===== src/rtl/riscv_mem_arb_pkg.sv =====
// riscv_mem_arb_pkg: shared response-owner type and default starvation limit for the memory arbiter.
package riscv_mem_arb_pkg;

    typedef enum logic [1:0] {
        RESP_NONE,
        RESP_IF,
        RESP_D
    } resp_owner_e;

    localparam int STARVE_LIMIT_DEF = 4;

endpackage


===== src/rtl/riscv_mem_arbiter_if.sv =====
// riscv_mem_arbiter_if: fetch, load/store and memory-side signals of the arbiter.
interface riscv_mem_arbiter_if #(
    parameter int ADDR_WIDTH = 32,
    parameter int DATA_WIDTH = 32
);

    logic                  if_req;
    logic [ADDR_WIDTH-1:0] if_addr;
    logic                  if_gnt;
    logic                  if_rvalid;
    logic [DATA_WIDTH-1:0] if_rdata;
    logic                  d_req;
    logic                  d_we;
    logic [ADDR_WIDTH-1:0] d_addr;
    logic [DATA_WIDTH-1:0] d_wdata;
    logic                  d_gnt;
    logic                  d_rvalid;
    logic [DATA_WIDTH-1:0] d_rdata;
    logic                  mem_en;
    logic                  mem_we;
    logic [ADDR_WIDTH-1:0] mem_addr;
    logic [DATA_WIDTH-1:0] mem_wdata;
    logic [DATA_WIDTH-1:0] mem_rdata;

    modport slave (
        input  if_req, if_addr, d_req, d_we, d_addr, d_wdata, mem_rdata,
        output if_gnt, if_rvalid, if_rdata, d_gnt, d_rvalid, d_rdata,
        output mem_en, mem_we, mem_addr, mem_wdata
    );

    modport master (
        output if_req, if_addr, d_req, d_we, d_addr, d_wdata, mem_rdata,
        input  if_gnt, if_rvalid, if_rdata, d_gnt, d_rvalid, d_rdata,
        input  mem_en, mem_we, mem_addr, mem_wdata
    );

endinterface


===== src/rtl/riscv_arb_streak_counter.sv =====
// riscv_arb_streak_counter: saturating up-counter with synchronous clear; sat flags the limit.
module riscv_arb_streak_counter #(
    parameter int LIMIT = 4
) (
    input  logic clk,
    input  logic rst,
    input  logic clr,
    input  logic inc,
    output logic sat
);

    localparam int W = $clog2(LIMIT + 2);

    logic [W-1:0] cnt_q, cnt_d;

    always_comb cnt_d = clr ? '0 : (inc && cnt_q != W'(LIMIT)) ? cnt_q + 1'b1 : cnt_q;

    always_ff @(posedge clk or posedge rst)
        if (rst) cnt_q <= '0;
        else cnt_q <= cnt_d;

    assign sat = cnt_q == W'(LIMIT);

endmodule


===== src/rtl/riscv_mem_arbiter.sv =====
// riscv_mem_arbiter: one single-port RAM shared by fetch and load/store, data port first.
// Define RISCV_MEM_ARB_STARVE_EN to force a fetch grant after STARVE_LIMIT waiting data grants.
module riscv_mem_arbiter
    import riscv_mem_arb_pkg::*;
#(
    parameter int ADDR_WIDTH   = 32,
    parameter int DATA_WIDTH   = 32,
    parameter int STARVE_LIMIT = STARVE_LIMIT_DEF
) (
    input logic clk,
    input logic rst,
    riscv_mem_arbiter_if.slave bus
);

    resp_owner_e resp_q, resp_d;
    logic        starve;
    logic        if_gnt;
    logic        d_gnt;

`ifdef RISCV_MEM_ARB_STARVE_EN
    riscv_arb_streak_counter #(.LIMIT(STARVE_LIMIT)) u_streak (
        .clk (clk),
        .rst (rst),
        .clr (if_gnt | ~bus.if_req),
        .inc (d_gnt & bus.if_req),
        .sat (starve)
    );
`else
    assign starve = STARVE_LIMIT < 0;
`endif

    // Grants stay low while rst is held, even with requests pending.
    always_comb begin
        if_gnt = ~rst & bus.if_req & (~bus.d_req | starve);
        d_gnt  = ~rst & bus.d_req & ~if_gnt;
        resp_d = if_gnt ? RESP_IF : (d_gnt & ~bus.d_we) ? RESP_D : RESP_NONE;
    end

    always_ff @(posedge clk or posedge rst)
        if (rst) resp_q <= RESP_NONE;
        else resp_q <= resp_d;

    assign bus.if_gnt    = if_gnt;
    assign bus.d_gnt     = d_gnt;
    assign bus.mem_en    = if_gnt | d_gnt;
    assign bus.mem_we    = d_gnt & bus.d_we;
    assign bus.mem_addr  = d_gnt ? {bus.d_addr[ADDR_WIDTH-1:2], 2'b00} :
                           if_gnt ? {bus.if_addr[ADDR_WIDTH-1:2], 2'b00} : '0;
    assign bus.mem_wdata = d_gnt ? bus.d_wdata : '0;

    assign bus.if_rvalid = resp_q == RESP_IF;
    assign bus.d_rvalid  = resp_q == RESP_D;
    assign bus.if_rdata  = bus.if_rvalid ? bus.mem_rdata : {DATA_WIDTH{1'b0}};
    assign bus.d_rdata   = bus.d_rvalid ? bus.mem_rdata : {DATA_WIDTH{1'b0}};

endmodule


===== src/flat_wrapper.sv =====
// flat-port wrapper written by rule: the top's interface ports become plain ports
module riscv_mem_arbiter_flat import riscv_mem_arb_pkg::*;
#(
    parameter int ADDR_WIDTH   = 32,
    parameter int DATA_WIDTH   = 32,
    parameter int STARVE_LIMIT = STARVE_LIMIT_DEF
)
  (clk, rst, bus_if_req, bus_if_addr, bus_d_req, bus_d_we, bus_d_addr, bus_d_wdata, bus_mem_rdata, bus_if_gnt, bus_if_rvalid, bus_if_rdata, bus_d_gnt, bus_d_rvalid, bus_d_rdata, bus_mem_en, bus_mem_we, bus_mem_addr, bus_mem_wdata);
  riscv_mem_arbiter_if #(.ADDR_WIDTH(ADDR_WIDTH), .DATA_WIDTH(DATA_WIDTH)) bus_i ();
  input logic clk;
  input logic rst;
  input wire logic [$bits(bus_i.if_req)-1:0] bus_if_req;
  input wire logic [$bits(bus_i.if_addr)-1:0] bus_if_addr;
  input wire logic [$bits(bus_i.d_req)-1:0] bus_d_req;
  input wire logic [$bits(bus_i.d_we)-1:0] bus_d_we;
  input wire logic [$bits(bus_i.d_addr)-1:0] bus_d_addr;
  input wire logic [$bits(bus_i.d_wdata)-1:0] bus_d_wdata;
  input wire logic [$bits(bus_i.mem_rdata)-1:0] bus_mem_rdata;
  output wire logic [$bits(bus_i.if_gnt)-1:0] bus_if_gnt;
  output wire logic [$bits(bus_i.if_rvalid)-1:0] bus_if_rvalid;
  output wire logic [$bits(bus_i.if_rdata)-1:0] bus_if_rdata;
  output wire logic [$bits(bus_i.d_gnt)-1:0] bus_d_gnt;
  output wire logic [$bits(bus_i.d_rvalid)-1:0] bus_d_rvalid;
  output wire logic [$bits(bus_i.d_rdata)-1:0] bus_d_rdata;
  output wire logic [$bits(bus_i.mem_en)-1:0] bus_mem_en;
  output wire logic [$bits(bus_i.mem_we)-1:0] bus_mem_we;
  output wire logic [$bits(bus_i.mem_addr)-1:0] bus_mem_addr;
  output wire logic [$bits(bus_i.mem_wdata)-1:0] bus_mem_wdata;
  assign bus_i.if_req = bus_if_req;
  assign bus_i.if_addr = bus_if_addr;
  assign bus_i.d_req = bus_d_req;
  assign bus_i.d_we = bus_d_we;
  assign bus_i.d_addr = bus_d_addr;
  assign bus_i.d_wdata = bus_d_wdata;
  assign bus_i.mem_rdata = bus_mem_rdata;
  assign bus_if_gnt = bus_i.if_gnt;
  assign bus_if_rvalid = bus_i.if_rvalid;
  assign bus_if_rdata = bus_i.if_rdata;
  assign bus_d_gnt = bus_i.d_gnt;
  assign bus_d_rvalid = bus_i.d_rvalid;
  assign bus_d_rdata = bus_i.d_rdata;
  assign bus_mem_en = bus_i.mem_en;
  assign bus_mem_we = bus_i.mem_we;
  assign bus_mem_addr = bus_i.mem_addr;
  assign bus_mem_wdata = bus_i.mem_wdata;
  riscv_mem_arbiter #(.ADDR_WIDTH(ADDR_WIDTH), .DATA_WIDTH(DATA_WIDTH), .STARVE_LIMIT(STARVE_LIMIT)) u_core (.clk(clk), .rst(rst), .bus(bus_i));
endmodule

===== config.mk =====
export PLATFORM = sky130hd
export DESIGN_NAME = riscv_mem_arbiter_flat
export DESIGN_NICKNAME = d
export VERILOG_FILES = /design/src/rtl/riscv_mem_arb_pkg.sv /design/src/rtl/riscv_mem_arbiter_if.sv /design/src/rtl/riscv_arb_streak_counter.sv /design/src/rtl/riscv_mem_arbiter.sv /design/src/flat_wrapper.sv
export SDC_FILE = /design/constraint.sdc
export NUM_CORES = 1
export LEC_CHECK = 0
export ABC_AREA = 0
export BUFFER_PORTS_ARGS = -buffer_cell sky130_fd_sc_hd__buf_2
export CAP_MARGIN = 5
export CORE_AREA = 5 5 100 102
export CTS_CLUSTER_DIAMETER = 80
export DETAILED_ROUTE_END_ITERATION = 16
export DIE_AREA = 0 0 105 107
export HOLD_SLACK_MARGIN = 0.1
export PLACE_DENSITY = 0.55
export RECOVER_POWER = 25
export SLEW_MARGIN = 10
export SYNTH_ARGS = -nofsm -noshare
export SYNTH_HDL_FRONTEND = slang
export SYNTH_SLANG_ARGS = --single-unit
export TNS_END_PERCENT = 5

===== constraint.sdc =====
create_clock -name clk -period 2.7 [get_ports clk]
set_input_delay 0.135 -clock clk [delete_from_list [all_inputs] [get_ports clk]]
set_output_delay 0.135 -clock clk [all_outputs]
set_load 0.005 [all_outputs]

# After elaboration in Yosys (flattened, before gate mapping)
# Index checks and enable logic that the tools add are counted.
[totals]
reg_bits = 2
input_bits = 133
word_cells = 21
[classes]
eq_ne = 2
mux = 7
bitwise_logic = 11
[ops]
columns = ["cell", "count"]
rows = [
  ["$mux W32", 5],
  ["$and A1 B1 Y1", 6],
  ["$mux W2", 2],
  ["$not A1 Y1", 4],
  ["$eq A2 B1 Y1 const B", 1],
  ["$eq A2 B2 Y1 const B", 1],
  ["$or A1 B1 Y1", 1],
]

# Longest topological paths before layout
# Gate-level depths: netlist of run 1.
[depth]
depth_word = 8
ltp_mapped = 4

# Worst setup path before layout of run 1
# No wires, ideal clock.
[synth_path]
path_kind = "reg2out"
start = "reg u_core.resp_q[0]"
end = "out bus_d_rdata[18]"
arrival_ps = 887
path_slack_ps = 1678
stages_incl_launch_ff = 4
n_path_buf = 1
path_cell_list = "dfrtp_1 nor2b_1 buf_2 and2_1"
[synth_between]
elab_chain_cells = 2
[synth_rtl]
columns = ["item", "line_no", "rtl"]
rows = [
  ["from (decl)", "riscv_mem_arbiter.sv:15", "resp_owner_e resp_q, resp_d;"],
  ["from (signal assigned)", "riscv_mem_arbiter.sv:41", "else resp_q <= resp_d;"],
  ["$eq A2 B2 Y1", "riscv_mem_arbiter.sv:52", "assign bus.d_rvalid = resp_q == RESP_D;"],
  ["net bus_d_rvalid", "flat_wrapper.sv:23", "output wire logic [$bits(bus_i.d_rvalid)-1:0] bus_d_rvalid;"],
  ["$mux W32", "riscv_mem_arbiter.sv:54", "assign bus.d_rdata = bus.d_rvalid ? bus.mem_rdata : {DATA_WIDTH{1'b0}};"],
  ["to (decl)", "flat_wrapper.sv:24", "output wire logic [$bits(bus_i.d_rdata)-1:0] bus_d_rdata;"],
]
# The timed path passes the listed nets, and every way through them passes these cells.

# Worst setup path after layout of run 1
[layout_path]
start = "reg u_core.resp_q[0]"
end = "out bus_d_rdata[0]"
[layout_between]
elab_chain_cells = 2
[layout_rtl]
columns = ["item", "line_no"]
rows = [
  ["$eq A2 B2 Y1", "riscv_mem_arbiter.sv:52"],
  ["$mux W32", "riscv_mem_arbiter.sv:54"],
]
# Every way passes these cells.

==> impl_metrics.ini, run 1 <==
[power_and_ir_drop]
ir_drop_uv = 86.8
power_uw = 425
power.leakage_nw = 1.59
powerDensity_nw_per_um2 = 168

[logic_synthesis]
syn_avg_cell_area_um2 = 7.10
synth-seq-cells = 2
synth-edff-count = 0
synth_ff_type = dfrtp_1
yosys-top-cells-count = 98 x and2_1, 30 x a32o_1, 11 x buf_2, 4 x buf_4, 4 x nor2b_1
synth_top_area_cell = and2_1
syn_area_um2 = 1140
synth_cell_types = 12
syn_inst = 161
synth_top_area_share_pct = 53.7
yosysMostFrequentCell = and2_1
yosys_warnings = 0
yosysSeqAreaShare_pct = 4.38
synthTopCellsByArea = and2_1 54%, a32o_1 26%, buf_2 4.8%, dfrtp_1 4.4%, buf_6 3.0%
async_flop_share_pct = 100

[clocking]
post_cts_buffers = 0
cts_tree = built
cts_sinks = 2
cts_buffer_depth = 2
clkTransAtPathRegs_ns = 0.03
cts_root_buf = clkbuf_8
cts-htree-levels = 1
cts-buffers-inserted = 3

[timing]
finalHoldWorstSlack_ns = 0.349
fmax_mhz = 496
hold_violations = 0
rsz0062_at_grt = false
relSlewSlack_pct = 28.3
fin_crit_sh_pct = 74.6
totalNegativeSetupSlack_ns = 0
tightestPinTransition_ns = 1.08
slew_viol_final = 0
setup_viol = 0
period_minus_slack_ns = 2.01

[layout]
regMostFlops = u_core.resp_q
stdcell_area_um2 = 2530
final_util_pct = 28.1
area_growth_pct = 122
n_antenna_cell = 0
drive_gt1_share_pct = 62.0
largest_reg_flops = 2
nNetsFinal = 545
top_regs = u_core.resp_q: 2 flops
fill_cells = 990

[setup_path]
crit_fanout = 33
arrival_ns = 1.88
worstPathRequired_ns = 2.57
start_kind = flip-flop
critPathCaptureType = output pin
critPathKind = reg2out

[route]
post_drt_wl_per_cell_um = 12.6
drt_first_iter_violations = 84
drc = 0
via_per_inst = 4.10
ant_nets = 0
dr_total_vias = 2137
dr.pass1.iters = 5
wl_um = 6540

[outcome]
run_status = finished, final reports clean

[global_routing]
grt_pass1_wl_um = 9580
first_global_vias = 2122
grt_usage_pct = 9.99
overflow = 0
grt_start_max_net_pins = 64
grt_antenna_before_repair = 0

[floorplan]
core-area_um2 = 9020
boundaryPins = 267
die_w_um = 105
initial_core_util_pct = 12.7
die_y_um = 107
rows = 35
die-area_um2 = 11200

[worst_hold_path]
hp-class = in2reg
holdPathStages = 3

[placement]
port_buffers = 260
dp_hpwl_um = 5760
gp_congestion = 0.784
placed_cell_area_um2 = 2500

[job]
maxCapViolations = 0
worst paths after layout:
path                             startpoint                to  slack (ns)
worst min-delay path             bus_if_req  u_core.resp_q[0]        0.35
max in group asynchronous               rst  u_core.resp_q[1]        2.14
min in group asynchronous               rst  u_core.resp_q[0]        0.45
worst max-delay path       u_core.resp_q[0]    bus_d_rdata[0]        0.69
kinds of logic (layout without fill, tap and decap cells):
| kind of cell | Yosys count | count (layout) | share of synthesized area (%) |
|---|---|---|---|
| compound gates | 30 | 30 | 26.3 |
| other cells | 1 | 2 | 0.328 |
| flops | 2 | 2 | 4.38 |
| buf+inv | 23 | 271 | 12.0 |
| simple gates | 105 | 105 | 57.0 |
what timing repair did:
item | 4_1_cts | 5_1_grt
resized for setup | 0 | 0
hold endpoints to repair | 3 | 0
hold buffers | 2 | 0
report_power, final:
group	switching [mW]	internal [mW]
Combinational	0.119	0.157
Sequential	0.000462	0.0314
Clock	0.0223	0.0942
placed cells by master, fill, tap and decap left out:
cell / count
clkbuf_1: 15
dlygate4sd3_1: 2
conb_1: 2
nor2_1: 2
and2_0: 9
nor2b_1: 2
buf_2: 246
nor2b_4: 1
clkbuf_8: 3
nor2b_2: 1
clkbuf_2: 1
inv_1: 2
a32o_1: 30
dfrtp_1: 2
buf_4: 2
and2_1: 89
nor3_1: 1
layer usage:
layer  vias to the layer above  global-route usage, %  wire length [um]
met1                       921                   9.22              2070
met4                         0                   3.29                69
li1                       1050                      -                 -
met2                       162                   19.7              3400
met3                         4                   3.97              1010
met5                         -                      0                 0
through the flow:
stage	cells	setup slack (ns)
4_1_cts	521	0.807
6_report	521	0.685
5_1_grt	521	0.452
3_5_place_dp	516	1.24
2_1_floorplan	162	1.68
3_3_place_gp	516	1.28
worst max-delay path, cell delays in order, from the launching register on:
cell and delay, ns:
dfrtp_1 0.36, nor2b_1 0.10, clkbuf_1 0.80, and2_1 0.27, buf_2 0.13
cell type report:
type	instances	area [um^2]	area share, %
repair buffers	266	1330	52.4
multi-input cells	137	968	38.2
well taps	111	139	5.48
flip-flops and latches	2	50.0	1.98
clock buffers	3	41.3	1.63
inverters	2	7.51	0.296
Note: power is estimated with default switching activity, not from simulation.
==> inputs of run 2 (changes only) <==
- ABC_AREA: 0 -> 1
- CORE_AREA: 5 5 100 102 -> 5 5 101 103
- DIE_AREA: 0 0 105 107 -> 0 0 106 108
- PLACE_DENSITY: 0.55 -> 0.57
- clock period: 2.7 -> 2 ns (I/O delays scaled with it)
==> impl_metrics.ini, run 2 <==
[route]
dr.pass1.iters = 6
ant_nets = 0
post_drt_wl_per_cell_um = 11.6
wl_um = 7500
drt_first_iter_violations = 115
dr_total_vias = 2542
drc = 0
via_per_inst = 3.92

[logic_synthesis]
yosys_warnings = 0
async_flop_share_pct = 100
synth_cell_types = 15
yosys-top-cells-count = 80 x nor2_1, 67 x inv_1, 63 x nand2_1, 30 x nand4_1, 20 x nor2_2
syn_inst = 291
synthTopCellsByArea = nor2_1 22%, inv_1 18%, nand2_1 17%, nand4_1 14%, nor2_2 9.1%
synth-edff-count = 0
synth_ff_type = dfrtp_1
syn_avg_cell_area_um2 = 4.71
synth_top_area_share_pct = 21.9
synth-seq-cells = 2
synth_top_area_cell = nor2_1
yosysMostFrequentCell = nor2_1
syn_area_um2 = 1370
yosysSeqAreaShare_pct = 3.65

[worst_hold_path]
hp-class = in2reg
holdPathStages = 2
hp-start = bus_d_req
hold_end = u_core.resp_q[0]

[timing]
rsz0062_at_grt = false
tightestPinTransition_ns = 0.524
setup_viol = 0
period_minus_slack_ns = 1.39
hold_violations = 0
finalHoldWorstSlack_ns = 0.101
fmax_mhz = 717
fin_crit_sh_pct = 69.7
slew_viol_final = 0
relSlewSlack_pct = 65.0
totalNegativeSetupSlack_ns = 0

[placement]
port_buffers = 260
dp.cells = 644
dp_hpwl_um = 6660
gp_congestion = 0.778
placed_cell_area_um2 = 2670

[layout]
top_regs = u_core.resp_q: 2 flops
area_growth_pct = 96.3
largest_reg_flops = 2
stdcell_count = 648
final_util_pct = 29.5
nNetsFinal = 672
final_common_cell = buf_2
mostFrequentLayoutCells = 241 x buf_2, 80 x nor2_1, 68 x inv_1
regMostFlops = u_core.resp_q
stdcell_area_um2 = 2690
n_antenna_cell = 0
drive_gt1_share_pct = 50.5

[global_routing]
grt_antenna_before_repair = 0
grt_usage_pct = 11.6
overflow = 0
first_global_vias = 2480
grt_pass1_wl_um = 11200
grt_start_max_net_pins = 36

[floorplan]
die_y_um = 108
initial_core_util_pct = 15.0
core-area_um2 = 9110
die_w_um = 106
rows = 35
boundaryPins = 267
die-area_um2 = 11400

[power_and_ir_drop]
intPower_uw = 364
powerDensity_nw_per_um2 = 227
netSwitchingFraction_pct = 40.5
p_seq_share_pct = 7.0
pwr-share-clk_pct = 25.5
switchingPower_uw = 248
power.leakage_nw = 2.05
ir_drop_uv = 112
combPwrFrac_pct = 67.5

[setup_path]
start_kind = flip-flop
worstPathRequired_ns = 1.90
crit_fanout = 32
critPathCaptureType = output pin
arrival_ns = 1.29
critPathKind = reg2out

[clocking]
cts_root_buf = clkbuf_8
cts_sinks = 2
cts_buffer_depth = 2
clkTransAtPathRegs_ns = 0.03
cts_tree = built
cts_repair_resize_count = 0
cts-htree-levels = 1
cts-buffers-inserted = 3

[job]
maxCapViolations = 0

[outcome]
run_status = finished, final reports clean
## run 2: cell types whose count changed after synthesis, moves of 20 or more
cell and change:
a32o_1 -30, and2_1 -98, inv_1 +65, nand2_1 +63, nand4_1 +30, nor2_1 +78
nor2_2 +20
## run 2: worst max path at each step
stage | startpoint | to | slack (ns)
floorplan | u_core.resp_q[1] | bus_if_rdata[21] | 1.01
global placement | rst | bus_mem_wdata[31] | 0.83
detailed placement | u_core.resp_q[0] | bus_if_rdata[1] | 0.81
CTS | u_core.resp_q[0] | bus_if_rdata[1] | 0.59
global route | u_core.resp_q[0] | bus_if_rdata[1] | 0.46
finish | u_core.resp_q[0] | bus_if_rdata[29] | 0.61
## run 2: area by class of cell
type	count	area (um^2)
Multi-Input combinational cell	196	877
Fill cell	1069	6420
Clock buffer	3	41.3
Sequential cell	2	50.0
Inverter	71	269
Tap cell	111	139
Timing Repair Buffer	265	1310
## run 2: cell families (layout without fill, tap and decap cells)
group | Yosys count | in the layout | share of synthesized area [%]
buf+inv | 94 | 339 | 32.6
flops | 2 | 2 | 3.65
other cells | 1 | 2 | 0.274
simple gates | 194 | 194 | 63.5
## run 2: power groups by stage
stage | clock network, mW | registers (mW) | logic (mW)
6_report | 0.156 | 0.0429 | 0.412
5_1_grt | 0.165 | 0.0432 | 0.468
4_1_cts | 0.165 | 0.0429 | 0.425
3_5_place_dp | 0 | 0.0433 | 0.422
3_3_place_gp | 0 | 0.0433 | 0.418
2_1_floorplan | 0 | 0.0432 | 0.197
## run 2: worst max-delay path, stage by stage (launching register included)
cell     delay, ns
dfrtp_1       0.35
inv_1         0.06
nor2_1        0.06
inv_2         0.38
nor2_1        0.09
buf_2         0.15
## run 2: per-stage QoR
stage / setup slack (ns) / total power, mW
after floorplan: 1.01 / 0.240
after global placement: 0.829 / 0.461
after detailed placement: 0.806 / 0.465
after CTS: 0.586 / 0.633
after global routing: 0.460 / 0.676
final: 0.606 / 0.611
## run 2: what timing repair did
| action | in CTS | in global routing |
|---|---|---|
| setup buffers | 0 | 0 |
| hold endpoints to repair | 1 | 0 |
| hold buffers | 1 | 0 |
| endpoints found under the setup margin | 0 | 0 |
## run 2: per-layer routing
layer / up-vias / part of all wire (%) / track usage (%)
met2: 176 / 50 / 22.5
met1: 1025 / 36 / 11.9
met3: 10 / 12 / 3.64
met4: 0 / 1.5 / 3.05
li1: 1331 / - / -
met5: - / 0 / 0
==> inputs of run 3 (changes only) <==
- clock period: 2 -> 1.5 ns (I/O delays scaled with it)
==> impl_metrics.ini, run 3 (synthesis gave the netlist of run 2 again) <==
[outcome]
run_status = finished, final reports clean

[placement]
port_buffers = 260
gp_congestion = 0.748
post-place-ws_ns = 0.339
dp_hpwl_um = 6680
placed_cell_area_um2 = 2680

[global_routing]
grt_usage_pct = 11.6
overflow = 0
grt_start_max_net_pins = 36
first_global_vias = 2542
grt_antenna_before_repair = 1
grt_pass1_wl_um = 11200

[setup_path]
critPathMaxStageDelay_ns = 0.57
crit_fanout = 6
critPathSlowestCell = dlygate4sd3_1
worstPathCellList = buf_2 -> dlygate4sd3_1 -> inv_2 -> nand2_1 -> nor2_1 -> buf_2
start_kind = input pin
arrival_ns = 1.35
crit_top_cell = buf_2
critPathKind = in2out
critPathCaptureType = output pin
worstPathRequired_ns = 1.42

[clocking]
cts-htree-levels = 1
clkTransAtPathRegs_ns = 0.03
cts_tree = built
cts_buffer_depth = 2
cts-buffers-inserted = 3
cts_sinks = 2
cts_root_buf = clkbuf_8

[timing]
hold_violations = 0
period_minus_slack_ns = 1.42
setup_viol = 0
setup_ws_ns = 0.0762
fin_crit_sh_pct = 94.9
rsz0062_at_grt = true
fmax_mhz = 702
slew_viol_final = 0
relSlewSlack_pct = 51.5
tightestPinTransition_ns = 0.726

[layout]
largest_reg_flops = 2
mostFrequentLayoutCells = 242 x buf_2, 80 x nor2_1, 68 x inv_1
regMostFlops = u_core.resp_q
multi_input_area_um2 = 877
drive_gt1_share_pct = 51.3
area_growth_pct = 101
fill_cells = 1062
register_area_um2 = 50.0
stdcell_area_um2 = 2750
n_antenna_cell = 0
nNetsFinal = 677
final_common_cell = buf_2
top_regs = u_core.resp_q: 2 flops

[route]
wl_um = 7450
dr_total_vias = 2626
dr.pass1.iters = 4
post_drt_wl_per_cell_um = 11.4
ant_nets = 0
drc = 0
drt_first_iter_violations = 107
via_per_inst = 4.02

[worst_hold_path]
hp-class = in2reg
holdPathStages = 3
hold_end = u_core.resp_q[0]
hp-start = bus_if_req

[power_and_ir_drop]
powerDensity_nw_per_um2 = 303
power.leakage_nw = 2.09
ir_drop_uv = 140

[floorplan]
die_y_um = 108
initial_core_util_pct = 15.0
die-area_um2 = 11400
boundaryPins = 267
rows = 35
core-area_um2 = 9110
die_w_um = 106

[job]
maxCapViolations = 0
[run 3: cell count changes in the layout (fill, tap and decap cells not counted), sizes merged]
| cell | delta |
|---|---|
| buf | +4 |
| clkbuf | -1 |
| dlygate4sd3 | +2 |
[run 3: repair_timing]
action / in CTS / in global routing
endpoints found under the setup margin: 0 / 43
endpoints found under the hold margin: 4 / 0
hold buffers: 3 / 0
gates resized for setup: 0 / 4
setup buffers: 0 / 1
[run 3: per-layer routing]
metal / vias to the layer above / global-route usage [%] / wire, um
met4: 2 / 4.53 / 239
met2: 180 / 21.6 / 3620
met5: - / 0 / 13
met3: 20 / 4.00 / 980
li1: 1340 / - / -
met1: 1084 / 11.9 / 2600
[run 3: worst max-delay path by stage]
stage / start / slack, ns / end
global placement: u_core.resp_q[0] / 0.37 / bus_if_rdata[1]
floorplan: u_core.resp_q[1] / 0.53 / bus_if_rdata[21]
global route: u_core.resp_q[0] / -0.04 / bus_if_rdata[20]
CTS: rst / 0.01 / bus_mem_addr[29]
finish: rst / 0.08 / bus_if_gnt
detailed placement: u_core.resp_q[0] / 0.34 / bus_if_rdata[2]
[run 3: metrics by stage]
stage	hold slack, ns	power, mW	TNS [ns]	util, %	std cells
CTS	0.191	0.851	0	30.2	652
detailed placement	0.220	0.625	0	29.4	646
global placement	0.225	0.619	0	29.4	646
global route	0.212	0.926	-0.197	30.2	653
floorplan	-0.0304	0.320	0	-	292
finish	0.186	0.832	0	30.2	653
[run 3: area by class of cell]
| cell class | count | share of cell area [%] |
|---|---|---|
| clock buffers | 3 | 1.50 |
| well taps | 111 | 5.05 |
| flip-flops and latches | 2 | 1.82 |
| repair buffers | 270 | 50.0 |
| inverters | 71 | 9.70 |
| multi-input cells | 196 | 31.9 |
[run 3: worst max-delay path: cells and delay by family]
family / cells / cell delay (ns)
buffers and inverters: 4 / 0.98
AND/OR/NAND/NOR: 2 / 0.27
[run 3: where the power goes]
group | switching [mW] | total, mW | internal, mW
logic | 0.292 | 0.566 | 0.275
clock network | 0.0394 | 0.209 | 0.169
registers | 0.000754 | 0.0572 | 0.0565
